==> config.mk <==
export PLATFORM = sky130hd
export DESIGN_NAME = eth_stream_arbiter
export DESIGN_NICKNAME = d
export VERILOG_FILES = /design/src/rtl/eth_arb_pkg.sv /design/src/rtl/eth_stream_arbiter_rr_pick.sv /design/src/rtl/eth_stream_arbiter.sv
export SDC_FILE = /design/constraint.sdc
export NUM_CORES = 1
export LEC_CHECK = 0
export ABC_AREA = 1
export BUFFER_PORTS_ARGS = -buffer_cell sky130_fd_sc_hd__buf_2
export CAP_MARGIN = 15
export CORE_AREA = 2 2 200 202
export CTS_BUF_LIST = sky130_fd_sc_hd__clkbuf_4 sky130_fd_sc_hd__clkbuf_8
export DETAILED_ROUTE_END_ITERATION = 16
export DIE_AREA = 0 0 202 204
export GPL_TIMING_DRIVEN = 1
export PLACE_DENSITY = 0.4
export SYNTH_ARGS = -nofsm -noshare
export SYNTH_HDL_FRONTEND = slang
export SYNTH_SLANG_ARGS = --single-unit
==> constraint.sdc <==
create_clock -name clk -period 1.8 [get_ports clk]
set_input_delay 0.36 -clock clk [delete_from_list [all_inputs] [get_ports clk]]
set_output_delay 0.36 -clock clk [all_outputs]
set_load 0.02 [all_outputs]
==> src/rtl/eth_arb_pkg.sv <==
// Shared types and constants for the Ethernet stream arbiter.
package eth_arb_pkg;

  localparam int unsigned DATA_W_DEFAULT = 64;
  localparam int unsigned KEEP_W_DEFAULT = DATA_W_DEFAULT / 8;
  localparam int unsigned STAT_W         = 32;
  localparam int unsigned IDX_W          = 3;

  typedef enum logic {
    IDLE = 1'b0,
    BUSY = 1'b1
  } arb_state_e;

endpackage

==> src/rtl/eth_stream_arbiter_rr_pick.sv <==
// Combinational round-robin picker: first requester after last_i (modulo NUM_IN)
// whose request bit is set.
module rr_pick
  import eth_arb_pkg::*;
#(
  parameter int unsigned NUM_IN = 4
) (
  input  logic [NUM_IN-1:0] req_i,
  input  logic [IDX_W-1:0]  last_i,
  output logic [IDX_W-1:0]  idx_o,
  output logic              found_o
);

  // Walk offsets 1..NUM_IN from the last winner; the first hit wins.
  always_comb begin
    idx_o   = '0;
    found_o = 1'b0;
    for (int unsigned off = 1; off <= NUM_IN; off++) begin
      for (int unsigned i = 0; i < NUM_IN; i++) begin
        if (!found_o && req_i[i] && (i == (32'(last_i) + off) % NUM_IN)) begin
          idx_o   = IDX_W'(i);
          found_o = 1'b1;
        end
      end
    end
  end

endmodule

==> src/rtl/eth_stream_arbiter.sv <==
// Packet-level round-robin arbiter merging NUM_IN Ethernet streams into one.
// Optional per-requester packet counters are enabled by defining ETH_ARB_STATS_EN.
module eth_stream_arbiter
  import eth_arb_pkg::*;
#(
  parameter int unsigned NUM_IN = 4,
  parameter int unsigned DATA_W = DATA_W_DEFAULT,
  localparam int unsigned KEEP_W = DATA_W / 8
) (
  input  logic                     clk,
  input  logic                     rst,
  input  logic [NUM_IN*DATA_W-1:0] stream_in_DATA,
  input  logic [NUM_IN*KEEP_W-1:0] stream_in_KEEP,
  input  logic [NUM_IN-1:0]        stream_in_LAST,
  input  logic [NUM_IN-1:0]        stream_in_VALID,
  output logic [NUM_IN-1:0]        stream_in_READY,
  output logic [DATA_W-1:0]        stream_out_DATA,
  output logic [KEEP_W-1:0]        stream_out_KEEP,
  output logic                     stream_out_LAST,
  output logic                     stream_out_VALID,
  input  logic                     stream_out_READY,
  output logic [2:0]               grant_idx,
  output logic                     busy,
  output logic [NUM_IN*32-1:0]     stat_pkt_count
);

  arb_state_e       state_q, state_d;
  logic [IDX_W-1:0] grant_q, grant_d;
  logic [IDX_W-1:0] last_q, last_d;
  logic [IDX_W-1:0] pick_idx;
  logic             pick_found;
  logic             hs_last;

  rr_pick #(.NUM_IN(NUM_IN)) u_pick (
    .req_i   (stream_in_VALID),
    .last_i  (last_q),
    .idx_o   (pick_idx),
    .found_o (pick_found)
  );

  // Output mux: forward the granted slice while BUSY, everything quiet in IDLE.
  always_comb begin
    stream_out_DATA  = '0;
    stream_out_KEEP  = '0;
    stream_out_LAST  = 1'b0;
    stream_out_VALID = 1'b0;
    stream_in_READY  = '0;
    if (state_q == BUSY) begin
      for (int unsigned i = 0; i < NUM_IN; i++) begin
        if (grant_q == IDX_W'(i)) begin
          stream_out_DATA    = stream_in_DATA[i*DATA_W +: DATA_W];
          stream_out_KEEP    = stream_in_KEEP[i*KEEP_W +: KEEP_W];
          stream_out_LAST    = stream_in_LAST[i];
          stream_out_VALID   = stream_in_VALID[i];
          stream_in_READY[i] = stream_out_READY;
        end
      end
    end
  end

  assign hs_last = (state_q == BUSY) && stream_out_VALID && stream_out_READY && stream_out_LAST;

  // Next-state: grab a winner from IDLE, release on the LAST handshake.
  always_comb begin
    state_d = state_q;
    grant_d = grant_q;
    last_d  = last_q;
    unique case (state_q)
      IDLE: begin
        if (pick_found) begin
          grant_d = pick_idx;
          state_d = BUSY;
        end
      end
      BUSY: begin
        if (hs_last) begin
          last_d  = grant_q;
          state_d = IDLE;
        end
      end
      default: state_d = IDLE;
    endcase
  end

  // State register; last_q resets to NUM_IN-1 so requester 0 is searched first.
  always_ff @(posedge clk) begin
    if (rst) begin
      state_q <= IDLE;
      grant_q <= '0;
      last_q  <= IDX_W'(NUM_IN - 1);
    end else begin
      state_q <= state_d;
      grant_q <= grant_d;
      last_q  <= last_d;
    end
  end

  assign busy      = (state_q == BUSY);
  assign grant_idx = grant_q;

`ifdef ETH_ARB_STATS_EN
  logic [NUM_IN-1:0][STAT_W-1:0] cnt_q, cnt_d;

  // Count completed packets per requester; wraps naturally at 2^STAT_W.
  always_comb begin
    cnt_d = cnt_q;
    for (int unsigned i = 0; i < NUM_IN; i++) begin
      if (hs_last && (grant_q == IDX_W'(i))) begin
        cnt_d[i] = cnt_q[i] + STAT_W'(1);
      end
    end
  end

  // Counter registers.
  always_ff @(posedge clk) begin
    if (rst) begin
      cnt_q <= '0;
    end else begin
      cnt_q <= cnt_d;
    end
  end

  assign stat_pkt_count = cnt_q;
`else
  assign stat_pkt_count = '0;
`endif

endmodule

**Yosys cells after proc, flatten, opt, wreduce, memory -nomap -nowiden**

Cells that the tools add are included.

- Register bits: 5
- Input port bits: 299
- Output and inout port bits: 210
- Logic and storage cells: 138

- $add $sub $neg: 4
- Equal/unequal tests: 15
- Muxes and demuxes: 59
- Bitwise logic cells: 1
- Reductions and logical operators: 56

Operators with widths:

| cell | number |
|---|---|
| two-way mux 64 bit | 5 |
| zero test 32 bit | 4 |
| two-way mux 8 bit | 5 |
| logical AND 1 bit | 34 |
| two-way mux 1 bit | 33 |
| two-way mux 2 bit | 14 |
| equality test 2 bit, first input constant | 8 |
| zero test 1 bit | 15 |
| equality test 1 x 2 -> 1 bit, first input constant | 4 |
| adder 2 x 1 -> 2 bit, second input constant | 2 |
| adder 2 bit, second input constant | 2 |
| equality test 2 bit, second input constant | 2 |
| two-way mux 4 bit | 1 |
| AND reduction 2 bit | 2 |
| zero test 3 bit | 1 |
| equality test 2 x 1 -> 1 bit, second input constant | 1 |
| one-hot mux 1 bit (2 select lines) | 1 |
| NOT 1 bit | 1 |

**Logic depth before layout (Yosys ltp)**

Gate-level depths: netlist of run 1.

- Depth after elaboration: 66
- Mapped depth: 13
- Depth with buffers taken out: 13

**By module**

A second synthesis of run 1 with hierarchy kept.

- Cell total of the unflattened synthesis: 670
- Area total of the unflattened synthesis: 3831.2 um^2

By module, submodules not included:

| module | instances | cells an instance | area an instance (um^2) | sequential area each (um^2) |
|---|---|---|---|---|
| eth_stream_arbiter | 1 | 607 | 3522.1 | 140.1 |
| rr_pick | 1 | 63 | 309.0 | 0.0 |

**Least setup slack after synthesis of run 1**

No wires, ideal clock.

- Path type: register -> output
- From: register grant_q[0], in the netlist grant_idx[0]
- To: output port stream_out_DATA[60]
- Arrival: 1.737 ns
- Data required time: 1.440 ns
- Path slack: -0.297 ns
- Stages on the path, launching flop included: 8
- Cells stage by stage: dfxtp_1 buf_2 buf_2 nor2_1 inv_1 clkbuf_1 o221ai_1 a21oi_1

- Cells in the longest elaborated chain, start to end: 6

RTL lines:

| what | RTL line | source |
|---|---|---|
| start: declaration | eth_stream_arbiter.sv:28 | `logic [IDX_W-1:0] grant_q, grant_d;` |
| start signal: assignment | eth_stream_arbiter.sv:93 | `grant_q <= grant_d;` |
| zero test 3 bit | eth_stream_arbiter.sv:50 | `if (grant_q == IDX_W'(i)) begin` |
| two-way mux 64 bit (3 in a row) | eth_stream_arbiter.sv:50 |  |
| two-way mux 64 bit * | eth_stream_arbiter.sv:50 |  |
| two-way mux 64 bit * | eth_stream_arbiter.sv:48 | `if (state_q == BUSY) begin` |
| end: declaration | eth_stream_arbiter.sv:17 | `output logic [DATA_W-1:0] stream_out_DATA,` |

Every way passes the cells marked *; elsewhere a longest branch is shown, timed or not.

**Final worst setup path of run 1**

- From: register grant_q[0], in the netlist grant_idx[0]
- To: output port stream_out_DATA[37]

Same word-level chain as after synthesis.

==> results.yml, run 1 <==
outcome:
  outcome: "finished with violations"
  violations: "setup timing"
power:
  vdd.ir_drop.worst_uv: 201
  p_clk_frac: 0.065
  power.total_w: 0.00338
  power.leakage_nw: 3.86
  switching_power_w: 0.00180
  seqPwrFrac: 0.040
  p_int_w: 0.00158
  sw_frac_of_total: 0.533
  pwr-share-comb: 0.894
  p_per_area_nw_per_um2: 452
timing:
  fmax_ghz: 0.489
  worst_slack_ns: -0.246
  setup_viol: 76
  slew_violations: 0
  hold_viol_final: 0
  finalCritPeriodShare: 1.14
  fin_skew_ns: 0.000200
  rsz0062_at_grt: "true"
  finalCriticalPeriod_ns: 2.05
detailed_routing:
  wl_per_cell_um: 15.0
  first_iter_violations: 207
  vias: 5876
  via_per_inst: 3.64
  ant_nets: 0
  wl_mm: 24.3
  first_pass_iters: 4
  drc: 0
finish:
  final_cell_mix: "buf_2, conb_1, nand2_1"
  nFillCells: 4580
  mostFrequentLayoutCell: "buf_2"
  areaGrowthSynthToFinish_pct: 98.1
  stdcell_area_um2: 7480
  multi_input_area_um2: 3210
  fin_nets: 1390
  n_antenna_cell: 0
  layout.area.seq_um2: 114
  drive_gt1_frac: 0.555
setup_path:
  cp-end-kind: "output pin"
  crit_arrival_ns: 1.69
  r2r_end: "grant_idx[0]"
  r2r_start: "last_q[1]"
  rrSetupSlack_ns: -0.03
  worst_setup_path_start_kind: "flip-flop"
  required_ns: 1.44
  worst_r2r_path_depth: 14
  criticalPathCategory: "reg -> out"
  path_max_fanout: 6
floorplan:
  num_rows: 73
  die_height_um: 204
  dieArea_um2: 41200
  ios: 509
  initial_utilization: 0.0963
  core_area_um2: 39200
  die_w_um: 202
synth:
  ys_warn_count: 0
  yosysSeqAreaShare: 0.0265
  syn_inst: 682
  syn_area_per_cell_um2: 5.53
  synthDistinctLibCells: 24
  synth.ff_latch_count: 5
  syn_area_um2: 3770
clock_tree:
  cts.clk_slew.worst_paths_ns: 0.03
  ctsLongestPathBuffers: 2
  cts_sinks: 5
  cts_buffers: 3
  cts.htree.levels: 1
  cts-root-buf: "clkbuf_8"
  insertion_delay_ns: 0.22
  cts_tree: "yes"
placed_design:
  io_buffers: 379
  placed_cell_area_um2: 6470
  gp_congestion: 0.816
  post-dp-hpwl_mm: 19.2
grt:
  track_usage: 0.100
  grt_pass1_wl_mm: 32.2
  grt_overflow_total: 0
  antenna_found_initial: 2
  grt_pass1_vias: 5602
  grt_max_degree: 35
worst_hold_path:
  hp-start: "rst"
  hold_end: "last_q[0]"
  min_path_cells: 3
  hold_class: "in -> reg"
run:
  cap_viol_max_count: 0
[metal layers]
metal / share of wire / GRT usage / up-vias
met5: 0.00054 / 0 / -
met4: 0.0087 / 0.0129 / 2
met3: 0.053 / 0.0118 / 12
met2: 0.52 / 0.185 / 255
met1: 0.42 / 0.127 / 2730
li1: - / - / 2877
[power by group through the flow]
stage	clock network, W	registers [W]	logic (W)
after global routing	0.000246	0.000139	0.00327
after CTS	0.000227	0.000139	0.00278
final	0.000220	0.000137	0.00302
after floorplan	0	0.000136	0.00158
after detailed placement	0	0.000137	0.00251
after global placement	0	0.000137	0.00251
[synth_stat cells]
master,n,area share
clkbuf_1,42,0.042
nand2_2,4,0.0066
nor2_1,21,0.021
buf_1,5,0.0050
buf_4,129,0.26
o211ai_1,39,0.078
nand4_1,3,0.0050
a21oi_1,37,0.049
clkinv_1,2,0.0020
inv_2,2,0.0020
o21bai_1,1,0.0020
nor2_2,2,0.0033
nand4_2,3,0.0099
conb_1,1,0.00099
nand3_1,86,0.11
buf_2,4,0.0053
inv_1,89,0.089
nor3b_1,1,0.0020
nor3_1,1,0.0013
nor2_4,1,0.0030
dfxtp_1,5,0.027
o221ai_1,36,0.084
nand2_1,90,0.090
o21ai_0,78,0.10
[area by class of cell]
class,count,share of cell area
tap,525,0.0879
inverter,93,0.0484
timing repair buffer,456,0.412
sequential,5,0.0152
multi-input combinational,532,0.430
clock buffer,4,0.00653
[how the worst max path moves through the flow]
stage | startpoint | endpoint | slack [ns] | depth (start not counted)
5_1_grt | grant_idx[1] | stream_out_KEEP[3] | -0.34 | 8
3_5_place_dp | grant_idx[1] | stream_out_DATA[57] | -0.18 | 9
3_3_place_gp | grant_idx[1] | stream_out_KEEP[6] | -0.19 | 6
4_1_cts | grant_idx[0] | stream_out_DATA[35] | -0.27 | 8
2_1_floorplan | busy | stream_out_DATA[36] | 0.002 | 4
6_report | grant_idx[0] | stream_out_DATA[37] | -0.25 | 8
[sequential cells by signal (all words and copies together) (netlist names)]
name / flops
busy: 1
grant_idx: 2
last_q: 2
[repair_timing]
action / in CTS / in global routing
setup buffers: 2 / 2
resized for setup: 127 / 71
cloned: 0 / 6
hold buffers: 0 / 0
setup endpoints to repair: 81 / 81
pin swaps: 3 / 10
[cell families (layout without fill, tap and decap cells)]
logic type             after synthesis  count (layout)  share of synthesized area
AND/OR/NAND/NOR                    212             212                      0.256
other                                1             129                   0.000994
flip-flops                           5               5                     0.0265
buffers and inverters              273             553                      0.401
AO/OA/AOI/OAI                      191             191                      0.316
[critical path, stage by stage, from the launching register on]
cell,delay [ns]
dfxtp_4,0.36
buf_6,0.13
nor2_4,0.13
inv_4,0.09
buf_12,0.16
clkbuf_16,0.16
o221ai_2,0.18
a21oi_2,0.09
buf_6,0.14
[per-stage QoR]
stage                     TNS (ns)  worst slack (ns)  cells   util  hold WS [ns]
final                       -12.60            -0.246   1615  0.191         0.383
after global routing        -20.30            -0.337   1615  0.191         0.389
after CTS                   -14.25            -0.265   1608  0.178         0.381
after detailed placement     -2.87            -0.180   1602  0.165         0.606
after global placement       -2.30            -0.186   1602  0.165         0.584
after floorplan                  0           0.00166    810      -         0.460
(Power assumes the default switching activity.)
==> run 2: changes to the inputs <==
--- a/config.mk
+++ b/config.mk
@@ -8,12 +8,12 @@
 export ABC_AREA = 1
 export BUFFER_PORTS_ARGS = -buffer_cell sky130_fd_sc_hd__buf_2
 export CAP_MARGIN = 15
-export CORE_AREA = 2 2 200 202
+export CORE_AREA = 4 4 196 198
 export CTS_BUF_LIST = sky130_fd_sc_hd__clkbuf_4 sky130_fd_sc_hd__clkbuf_8
 export DETAILED_ROUTE_END_ITERATION = 16
-export DIE_AREA = 0 0 202 204
+export DIE_AREA = 0 0 200 202
 export GPL_TIMING_DRIVEN = 1
-export PLACE_DENSITY = 0.4
+export PLACE_DENSITY = 0.41
 export SYNTH_ARGS = -nofsm -noshare
 export SYNTH_HDL_FRONTEND = slang
 export SYNTH_SLANG_ARGS = --single-unit
==> run 2 against run 1 <==
Effect of this change:
- the flow still finishes with violations (setup timing)
- power up 6.5%
- sequential share of layout area is essentially flat
- largest power group unchanged
- first-iteration DRC count rose by 26%
- count of clock-buffer cells in the layout stayed put
- sequential power increased by 6%
- register-to-register slack about the same
- final cell count decreased by 3.4%
==> results.yml, run 2 (synthesis results as in run 1) <==
floorplan:
  dieArea_um2: 40400
  core_area_um2: 36500
  initial_utilization: 0.103
  ios: 509
  num_rows: 70
  die_height_um: 202
  die_w_um: 200
grt:
  track_usage: 0.114
  grt_pass1_wl_mm: 35.6
  grt_max_degree: 29
  antenna_found_initial: 2
  grt_overflow_total: 0
  grt_pass1_vias: 5788
detailed_routing:
  ant_nets: 0
  via_per_inst: 3.86
  first_pass_iters: 4
  wl_mm: 26.5
  first_iter_violations: 261
  vias: 6018
  wl_per_cell_um: 17.0
  drc: 0
finish:
  areaGrowthSynthToFinish_pct: 109
  multi_input_area_um2: 3310
  mostFrequentLayoutCell: "buf_2"
  final_core_util: 0.215
  fin_nets: 1391
  layout.area.seq_um2: 116
  drive_gt1_frac: 0.592
  final_cell_mix: "buf_2, conb_1, nand3_1"
  nFillCells: 4173
setup_path:
  criticalPathCategory: "reg -> out"
  worst_setup_path_start_kind: "flip-flop"
  cp-end-kind: "output pin"
  required_ns: 1.44
  rrSetupSlack_ns: -0.04
  worst_r2r_path_depth: 12
  path_max_fanout: 27
  crit_arrival_ns: 1.62
  r2r_end: "last_q[0]"
  r2r_start: "grant_idx[0]"
clock_tree:
  hold_buffers: 0
  cts_buffers: 3
  insertion_delay_ns: 0.22
  cts_sinks: 5
  cts_tree: "yes"
  ctsLongestPathBuffers: 2
  cts-root-buf: "clkbuf_8"
  cts.clk_slew.worst_paths_ns: 0.04
  cts.htree.levels: 1
outcome:
  violations: "setup timing"
  outcome: "finished with violations"
power:
  vdd.ir_drop.worst_uv: 189
  p_per_area_nw_per_um2: 457
  power.total_w: 0.00360
  power.leakage_nw: 4.05
timing:
  hold_viol_final: 0
  finalSetupTns_ns: -7.05
  rsz0062_at_grt: "true"
  fmax_ghz: 0.505
  slew_violations: 0
  finalCritPeriodShare: 1.10
  fin_skew_ns: 0.00454
  setup_viol: 76
  hold_ws_ns: 0.379
  worst_slack_ns: -0.182
  finalCriticalPeriod_ns: 1.98
placed_design:
  io_buffers: 379
  post-place-ws_ns: -0.0867
  post-dp-hpwl_mm: 20.0
  gp_congestion: 0.842
worst_hold_path:
  min_path_cells: 3
  hp-start: "rst"
  hold_class: "in -> reg"
  hold_end: "last_q[1]"
run:
  cap_viol_max_count: 0
## run 2: cell types whose count changed in the layout (fill, tap and decap cells not counted), sizes merged
cell,before,now
clkbuf,10,9
diode,0,1
buf,450,452
clkinv,1,0
inv,92,93
## run 2: routing by layer
| layer | up-vias | part of all wire | GRT usage |
|---|---|---|---|
| met5 | - | 0.00026 | 0 |
| met1 | 2837 | 0.43 | 0.152 |
| met3 | 12 | 0.064 | 0.0128 |
| li1 | 2884 | - | - |
| met4 | 2 | 0.0070 | 0.00946 |
| met2 | 283 | 0.50 | 0.203 |
## run 2: through the flow
step / cell area [µm²] / cells
2_1_floorplan: 4410 / 810
3_3_place_gp: 6260 / 1526
3_5_place_dp: 6260 / 1526
4_1_cts: 7380 / 1553
5_1_grt: 7870 / 1560
6_report: 7870 / 1560
## run 2: layout make-up
class | count | share of cell area
Inverter | 93 | 0.0463
Antenna cell | 1 | 0.000318
Tap cell | 468 | 0.0744
Timing Repair Buffer | 457 | 0.438
Multi-Input combinational cell | 532 | 0.420
Clock buffer | 4 | 0.00620
Sequential cell | 5 | 0.0148
## run 2: worst max-delay path, stage by stage, from the launching register on
cell and delay, ns:
dfxtp_4 0.37, buf_4 0.14, buf_12 0.15, o21ai_0 0.10, buf_4 0.16, o221ai_1 0.12, a21oi_2 0.18, buf_4 0.16
## run 2: power by group
group          switching [W]  internal (W)
clock network      0.0000577      0.000167
logic                0.00181       0.00142
registers          0.0000267      0.000119
## run 2: how the worst max path moves through the flow
| stage | from | to | slack, ns | depth (start not counted) |
|---|---|---|---|---|
| final | grant_idx[0] | stream_out_DATA[46] | -0.18 | 7 |
| after global routing | grant_idx[1] | stream_out_DATA[7] | -0.25 | 7 |
| after CTS | grant_idx[1] | stream_out_KEEP[0] | -0.17 | 6 |
| after detailed placement | grant_idx[1] | stream_out_DATA[16] | -0.09 | 7 |
| after global placement | grant_idx[1] | stream_out_DATA[53] | -0.05 | 7 |
| after floorplan | busy | stream_out_DATA[36] | 0.002 | 4 |
## run 2: what timing repair did
action                     4_1_cts  5_1_grt
pin swaps                       25       31
setup endpoints to repair       75       83
gates resized for setup        229      125
cloned                           7        6
setup buffers                   19        2
